`src/rtl/char_ground_detect.sv`:
```
// char_ground_detect
// Decides whether the character is supported by the floor or by one of the
// fixed platforms. Each pass latches the position once, checks one platform
// per cycle, then publishes the result with a one-cycle scan_done strobe.
// A pass is IDLE, LATCH, four SCAN cycles and UPDATE, so it takes 7 cycles.
// Dropping game_active or asserting rst mid-pass throws the pass away.
// Each PLAT_TABLE entry is {x_left, x_right, y_top}, 12 bits per field.
// Entry i sits at bits [i*36 +: 36], so platform 0 is the last item in the
// concatenation. Only a bench that needs a different table overrides it.
module char_ground_detect #(
  parameter logic [143:0] PLAT_TABLE = {
    12'd300, 12'd500, 12'd250,   // P3
    12'd700, 12'd900, 12'd350,   // P2
    12'd400, 12'd600, 12'd450,   // P1
    12'd100, 12'd300, 12'd550    // P0
  }
) (
  input  logic        clk,
  input  logic        rst,
  input  logic [11:0] pos_x,
  input  logic [11:0] pos_y,
  input  logic [11:0] ground_lvl,
  input  logic [1:0]  game_active,
  output logic        on_ground,
  output logic        on_platform,
  output logic [1:0]  plat_id,
  output logic        scan_done
);

  localparam int CHAR_HGT = 27;
  localparam int CHAR_LNG = 19;
  localparam int TOL      = 8;
  localparam int NUM_PLAT = 4;

  localparam logic [1:0] LAST_IDX = 2'(NUM_PLAT - 1);

  typedef enum logic [1:0] {
    IDLE   = 2'd0,
    LATCH  = 2'd1,
    SCAN   = 2'd2,
    UPDATE = 2'd3
  } state_t;

  state_t      state;
  logic [11:0] pos_x_lat;
  logic [11:0] pos_y_lat;
  logic [11:0] ground_lat;
  logic [1:0]  scan_idx;
  logic        hit_flag;
  logic [1:0]  hit_idx;

  // Every sum and difference uses 13 bits. Twelve-bit inputs plus small
  // constants can never wrap at this width.
  logic [12:0] pos_x_ext;
  logic [12:0] feet;
  logic        run_ok;

  assign pos_x_ext = {1'b0, pos_x_lat};
  assign feet      = {1'b0, pos_y_lat} + 13'(CHAR_HGT);
  assign run_ok    = (game_active == 2'd1);

  // Build the hit test for every platform, using only the latched position.
  // SCAN then picks the result at the current index.
  logic [NUM_PLAT-1:0] plat_hit;

  for (genvar gi = 0; gi < NUM_PLAT; gi++) begin : g_plat
    localparam logic [12:0] XL = {1'b0, PLAT_TABLE[gi*36+24 +: 12]};
    localparam logic [12:0] XR = {1'b0, PLAT_TABLE[gi*36+12 +: 12]};
    localparam logic [12:0] YT = {1'b0, PLAT_TABLE[gi*36    +: 12]};

    logic x_ok;
    logic y_ok;

    // The horizontal window is widened by CHAR_LNG on both sides. Both ends
    // are inclusive.
    assign x_ok = (pos_x_ext + 13'(CHAR_LNG) >= XL) &&
                  (pos_x_ext <= XR + 13'(CHAR_LNG));
    // The feet must land in [y_top, y_top + TOL).
    assign y_ok = (feet >= YT) && (feet < YT + 13'(TOL));

    assign plat_hit[gi] = x_ok && y_ok;
  end

  logic cur_hit;
  assign cur_hit = plat_hit[scan_idx];

  // Main sequencer. It also holds the latched inputs and the registered
  // outputs.
  always_ff @(posedge clk) begin
    if (rst) begin
      state       <= IDLE;
      scan_idx    <= 2'd0;
      hit_flag    <= 1'b0;
      hit_idx     <= 2'd0;
      pos_x_lat   <= 12'd0;
      pos_y_lat   <= 12'd0;
      ground_lat  <= 12'd0;
      on_ground   <= 1'b1;
      on_platform <= 1'b0;
      plat_id     <= 2'd0;
      scan_done   <= 1'b0;
    end else begin
      scan_done <= 1'b0;
      case (state)
        IDLE: begin
          if (run_ok) begin
            state <= LATCH;
          end
        end

        LATCH: begin
          if (!run_ok) begin
            state <= IDLE;
          end else begin
            pos_x_lat  <= pos_x;
            pos_y_lat  <= pos_y;
            ground_lat <= ground_lvl;
            hit_flag   <= 1'b0;
            hit_idx    <= 2'd0;
            scan_idx   <= 2'd0;
            state      <= SCAN;
          end
        end

        SCAN: begin
          if (!run_ok) begin
            state <= IDLE;
          end else begin
            // The first hit wins. A later hit leaves the recorded index
            // unchanged.
            if (cur_hit && !hit_flag) begin
              hit_flag <= 1'b1;
              hit_idx  <= scan_idx;
            end
            if (scan_idx == LAST_IDX) begin
              state <= UPDATE;
            end else begin
              scan_idx <= scan_idx + 2'd1;
            end
          end
        end

        UPDATE: begin
          on_platform <= hit_flag;
          plat_id     <= hit_flag ? hit_idx : 2'd0;
          on_ground   <= hit_flag || (pos_y_lat >= ground_lat);
          scan_done   <= 1'b1;
          state       <= IDLE;
        end

        default: begin
          state <= IDLE;
        end
      endcase
    end
  end

endmodule

```
`config.mk`:
```
export PLATFORM = sky130hd
export DESIGN_NAME = char_ground_detect
export DESIGN_NICKNAME = d
export VERILOG_FILES = /design/src/rtl/char_ground_detect.sv
export SDC_FILE = /design/constraint.sdc
export NUM_CORES = 1
export LEC_CHECK = 0
export CORE_MARGIN = 3
export CORE_UTILIZATION = 52
export CTS_BUF_LIST = sky130_fd_sc_hd__clkbuf_4 sky130_fd_sc_hd__clkbuf_8
export DETAILED_ROUTE_END_ITERATION = 8
export GPL_TIMING_DRIVEN = 0
export PLACE_DENSITY = 0.82
export SLEW_MARGIN = 0
export SYNTH_ARGS = -nofsm -noshare
export SYNTH_HDL_FRONTEND = slang
export SYNTH_SLANG_ARGS = --single-unit
```
`constraint.sdc`:
```
create_clock -name clk -period 3.1 [get_ports clk]
set_clock_uncertainty 0.1 [all_clocks]
set_input_delay 0.775 -clock clk [delete_from_list [all_inputs] [get_ports clk]]
set_output_delay 0.775 -clock clk [all_outputs]
set_load 0.02 [all_outputs]
```
-- Word level (Yosys, flattened, before mapping)
Cells that the tools add are included.
- register bits after elaboration: 48
- bits in latches: 0
- RAM bits: 0
- ROM bits: 0
- output and inout bits: 5
- memories: 0
- add/subtract/negate cells: 3
- multiply operators: 0
- divide/modulo/power cells: 0
- $lt $le $gt $ge: 18
- eq/ne operators: 11
- shifts and indexed selects: 0
- mux-type cells: 20
- bitwise gates (word level): 0
- reductions and logical operators: 21
- operators by type and width (cell ; number):
    $ge A13 B9 Y1 const B ; 4
    $lt A13 B9 Y1 const B ; 3
    $le A12 B10 Y1 const B ; 3
    $add A12 B5 Y13 const B ; 2
    $ge A13 B10 Y1 const B ; 2
    $mux W2 ; 10
    $ge A13 B7 Y1 const B ; 1
    $ge A13 B8 Y1 const B ; 1
    $logic_and A1 B1 Y1 ; 13
    $lt A13 B10 Y1 const B ; 1
    $ge A12 B12 Y1 ; 1
    $le A12 B9 Y1 const B ; 1
    $ne A2 B2 Y1 const B ; 5
    $pmux W2 S2 ; 2
    $pmux W2 S4 ; 1
    $reduce_and A4 Y1 ; 2
    $eq A2 B2 Y1 const B ; 3
    $mux W1 ; 5
    $eq A2 B1 Y1 const B ; 2
    $reduce_and A2 Y1 ; 2
    $lt A2 B3 Y1 const B ; 1
    $ne A3 B3 Y1 const B ; 1
    $add A2 B1 Y2 const B ; 1
    $bmux W1 S2 ; 1
    5 further kinds ; 5

-- Depth between registers and ports, before layout
- depth after elaboration: 10
- gate-level depth with buffers: 12
- mapped depth without buffers: 10

-- Least setup slack after synthesis
No wires, ideal clock.
- kind: flip-flop to flip-flop
- from: reg pos_y_lat[0]
- to: reg hit_idx[1]
- setup time: 0.084 ns
- arrival: 2.846 ns
- data required time: 2.916 ns
- setup slack: 0.070 ns
- cell stages (with the launch flop): 13
- path buffers: 2
- clock period less this slack: 3.030 ns
- cell sequence: dfxtp_1 -> buf_2 -> inv_1 -> ha_1 -> clkbuf_1 -> or3b_2 -> a211oi_1 -> o31a_1 -> or4_1 -> o41a_1 -> o31a_1 -> or2_1 -> o31ai_2
- word-level cells in the longest chain between the ends: 9
- elaborated cells on any way between the ends: 22
- those cells by class: add/sub (1); order compare (8); eq/ne (1); mux (2); reduce/logical (10)
- RTL lines (what ; line ; source):
    from (decl) ; 46 ; logic [11:0] pos_y_lat;
    from (signal assigned) ; 116 ; pos_y_lat <= pos_y;
    $add A12 B5 Y13 * ; 59 ; assign feet = {1'b0, pos_y_lat} + 13'(CHAR_HGT);
    $ge A13 B10 Y1, or another cell as far along ; 79 ; assign y_ok = (feet >= YT) && (feet < YT + 13'(TOL));
    $logic_and A1 B1 Y1 ; 79 ;
    $logic_and A1 B1 Y1 ; 81 ; assign plat_hit[gi] = x_ok && y_ok;
    $bmux W1 S2 * ; 85 ; assign cur_hit = plat_hit[scan_idx];
    $mux W1 (not written as such) * ; 85 ;
    $logic_and A1 B1 Y1 * ; 131 ; if (cur_hit && !hit_flag) begin
    $ne A2 B2 Y1 (no line) * ; - ;
    $reduce_and A4 Y1 (no line) * ; - ;
    to (signal assigned) ; 133 ; hit_idx <= scan_idx;
    to (decl) ; 50 ; logic [1:0] hit_idx;
Every way passes the cells marked *; elsewhere a longest branch is shown, timed or not. The select of a mux whose other input is x is not followed.
A chain may end at the register's enable or synchronous reset.

-- Final worst setup path
- from: reg pos_y_lat[1]
- to: reg hit_idx[1]
The elaborated chain is that of the path after synthesis.

==> PnR_summary.wiki <==
{| class="wikitable"
! Metric !! Value
|-
| Final setup viols || 0
|-
| Count of buffers inserted at the top-level ports || 44
|-
| Maximum buffer depth of the clock tree || 2
|-
| Master cell of the clock root buffer || sky130_fd_sc_hd__clkbuf_8
|-
| Prevailing post-synth register cell || sky130_fd_sc_hd__dfxtp_1
|-
| 1st-pass router iterations || 6
|-
| DP Wirelength || 7.15 mm
|-
| Launch instance of the worst register-to-register path || pos_y_lat[1]$_SDFFE_PP0P_
|-
| Max-slew violations || 0
|-
| Capturing point of the worst reg2reg path || hit_idx[1]$_SDFFE_PP0P_
|-
| Total of flip-flops plus latches after synthesis || 48
|-
| Number of distinct standard cells referenced by the synthesized netlist || 65
|-
| Vias in the first global route || 3,292
|-
| Routability-driven placement congestion ratio || 0.963
|-
| Chip width || 86.4 um
|-
| Total congestion overflow after global routing || 0
|-
| Switching part of the total || 25.3%
|-
| Average footprint of a synthesized cell || 7.24 um^2
|-
| Fraction of registers with async set or reset after synthesis || 0%
|-
| Worst hold slack across all endpoints || 358 ps
|-
| Syn Nets || 520
|-
| Warning count from the yosys run || 0
|-
| Relative slew margins || 65.4%
|-
| Die height || 86.4 um
|-
| Worst Setup Slack, final || 19.2 ps
|-
| Final-report hold violation count || 0
|-
| Share of power burned in the clock network || 34.9%
|-
| Core area || 0.00610 mm^2
|-
| Number of vias per cell after detailed routing || 6.12
|-
| # Max-Cap Violations || 0
|-
| Via Count || 3,638
|-
| # DRC || 0
|-
| Worst Setup Slack post-DPL || -540 ps
|-
| Hold_buf cts || 0
|-
| Crit path required time || 3240 ps
|-
| Final net count || 574
|-
| Result of the run || finished clean
|-
| Highest attainable clock frequency || 325 MHz
|-
| Net Sw Power || 0.297 mW
|-
| Clock-pin slew on the worst setup and hold paths || 100 ps
|-
| Worst-Skew Late Latency || 310 ps
|-
| Hold-critical path endpoint || ground_lat[9]$_SDFFE_PP0P_
|-
| Worst hold path stage count || 2
|-
| Area of the die || 0.00746 mm^2
|-
| CTS tree || built
|-
| Most common library cell in the layout ignoring fill and taps || sky130_fd_sc_hd__nand2_1
|-
| Worst hold-check path type || flip-flop to flip-flop
|-
| Number of synthesized flops with an enable pin || 0
|-
| Area delta synth->final || 22.0%
|-
| Area of combinational cells with multiple inputs || 0.00222 mm^2
|-
| Share of final-layout standard cells stronger than drive strength 1 || 8.86%
|-
| Shortest period the worst path allows || 3080 ps
|-
| Post-Syn Instances || 464
|-
| Netlist area before placement || 0.00336 mm^2
|-
| Maximum number of pins on one net before global-route repair || 16
|-
| R2R depth || 12
|-
| Master of the slowest instance on the critical path || sky130_fd_sc_hd__or4_1
|-
| Power density of the placed cells || 287 mW/mm^2
|-
| Crit-path max cell delay || 470 ps
|-
| Clock buffer count from CTS || 5
|-
| Ports placed on the boundary || 45
|-
| Register-to-register setup slack || 20 ps
|-
| Part of the total power dissipated in sequential elements || 53.4%
|-
| Starting utilization of the core area || 55.1%
|-
| Critical Path, Cell by Cell || buf_6 -> inv_1 -> ha_4 -> buf_6 -> nor2b_4 -> o211ai_1 -> mux2_2 -> or4_1 -> o41a_1 -> o31a_1 -> or2_4 -> o31ai_2
|-
| Critical Path End Type || flip-flop
|-
| Register Area || 968 um^2
|-
| Core Rows || 28
|-
| Comb pwr share || 11.6%
|-
| Hold path startpoint || ground_lat[9]$_SDFFE_PP0P_
|-
| Filler cells || 532
|-
| Cell-internal power || 0.879 mW
|-
| Peak supply drop || 0.318 mV
|-
| Commonest cells after routing, fill and taps aside || 90 x sky130_fd_sc_hd__nand2_1, 55 x sky130_fd_sc_hd__a21oi_1, 44 x sky130_fd_sc_hd__dfxtp_1, 44 x sky130_fd_sc_hd__clkdlybuf4s50_1, 24 x sky130_fd_sc_hd__clkbuf_1
|-
| Initial antenna violation count || 0
|-
| DRT iter0 DRCs || 408
|-
| Fin crit share || 99.4%
|-
| Number of clock sinks || 48
|-
| H-tree levels || 2
|-
| First-pass GRT wire length || 15.7 mm
|-
| CP startpoint kind || flip-flop
|-
| Routed wirelength normalized by instance count || 15.9 um
|-
| Sequential share of the synthesized area || 28.6%
|-
| Class of the most critical setup path || flip-flop to flip-flop
|-
| Final WL || 9.47 mm
|-
| Top cell by count, worst path || sky130_fd_sc_hd__buf_6
|-
| Count of nets left with antenna violations after detail routing || 0
|-
| Total Routing Usage GR || 25.8%
|-
| Largest fanout on the critical path || 10
|-
| Leakage power || 1.39 nW
|-
| Worst slew pin tran || 506 ps
|-
| Diodes inserted || 0
|-
| Worst Path Arrival || 3220 ps
|}
area by class of cell:
class                      count  share of cell area (%)
multi-input combinational    357                    54.1
inverter                      23                    2.11
timing repair buffer          48                    11.5
buffer                        35                    4.03
clock inverter                 2                   0.336
tap                           75                    2.29
clock buffer                   6                    2.02
sequential                    48                    23.6
routing by layer:
layer  wire, um  vias to the layer above  part of all wire [%]  track usage, %
met1       4240                     1674                    45            36.5
met2       4290                      170                    45            39.8
met3        715                       31                   7.5            5.13
met4        231                        0                   2.4            7.65
li1           -                     1763                     -               -
met5          0                        -                     0               0
synth_stat cells (6+ instances only):
library cell,count,area share (%)
sky130_fd_sc_hd__a21oi_1,55,8.2
sky130_fd_sc_hd__buf_2,6,0.89
sky130_fd_sc_hd__clkbuf_1,25,2.8
sky130_fd_sc_hd__dfxtp_1,48,29
sky130_fd_sc_hd__ha_1,16,6.0
sky130_fd_sc_hd__inv_1,23,2.6
sky130_fd_sc_hd__nand2_1,90,10
sky130_fd_sc_hd__nand2b_1,9,1.7
sky130_fd_sc_hd__nand3_1,11,1.6
sky130_fd_sc_hd__nand4_1,6,1.1
sky130_fd_sc_hd__nor2_1,23,2.6
sky130_fd_sc_hd__nor3_1,10,1.5
sky130_fd_sc_hd__o21ai_0,16,2.4
sky130_fd_sc_hd__xnor2_1,8,2.1
critical path: cells and delay by family (launching register included):
family          cells  cell delay (ps)
compound gates      4              860
fa+ha+maj           1              130
buf+inv             3              360
flops               1              380
mux                 1              370
simple gates        3              800
flip-flops by register name, indices dropped and copies added (netlist names):
register     flops
scan_done        1
pos_x_lat       12
hit_idx          2
pos_y_lat       12
hit_flag         1
ground_lat      12
state            2
plat_id          2
on_ground        1
scan_idx         2
on_platform      1
cells by family (layout without fill, tap and decap cells):
kind of cell / count (synthesis) / in the layout / synth area share [%]
compound gates: 137 / 137 / 26.7
xor+xnor: 10 / 10 / 2.61
fa+ha+maj: 16 / 16 / 5.96
buf+inv: 59 / 114 / 7.04
flops: 48 / 48 / 28.6
mux: 5 / 5 / 1.60
simple gates: 189 / 189 / 27.5
timing repair:
item	4_1_cts	5_1_grt
setup endpoints to repair	3	3
setup buffers	2	2
gates resized for setup	11	13
pin swaps	0	1
worst max-delay path by stage:
stage	startpoint	end	slack, ps
after floorplan	pos_y_lat[0]$_SDFFE_PP0P_	hit_idx[1]$_SDFFE_PP0P_	70
after global placement	game_active[1]	hit_idx[1]$_SDFFE_PP0P_	-480
after detailed placement	game_active[1]	hit_idx[1]$_SDFFE_PP0P_	-540
after CTS	game_active[1]	hit_idx[1]$_SDFFE_PP0P_	10
after global routing	pos_y_lat[1]$_SDFFE_PP0P_	hit_idx[1]$_SDFFE_PP0P_	-10
final	pos_y_lat[1]$_SDFFE_PP0P_	hit_idx[1]$_SDFFE_PP0P_	20
power groups by stage:
stage          combinational [mW]  clock (mW)  sequential [mW]
3_5_place_dp                0.131           0            0.643
5_1_grt                     0.149       0.438            0.630
2_1_floorplan              0.0625           0            0.641
6_report                    0.137       0.411            0.628
4_1_cts                     0.133       0.415            0.629
3_3_place_gp                0.128           0            0.643
per-stage QoR:
| stage | cell area, um^2 | total power, mW | util (%) | TNS, ps | cells |
|---|---|---|---|---|---|
| 2_1_floorplan | 3360 | 0.703 | - | 0 | 464 |
| 4_1_cts | 4050 | 1.18 | 66.4 | 0 | 592 |
| 3_3_place_gp | 3890 | 0.771 | 63.9 | -1320 | 583 |
| 5_1_grt | 4100 | 1.22 | 67.2 | -10.9 | 594 |
| 3_5_place_dp | 3890 | 0.774 | 63.9 | -1490 | 583 |
| 6_report | 4100 | 1.18 | 67.2 | 0 | 594 |
Power figures use the tool's default switching activity.
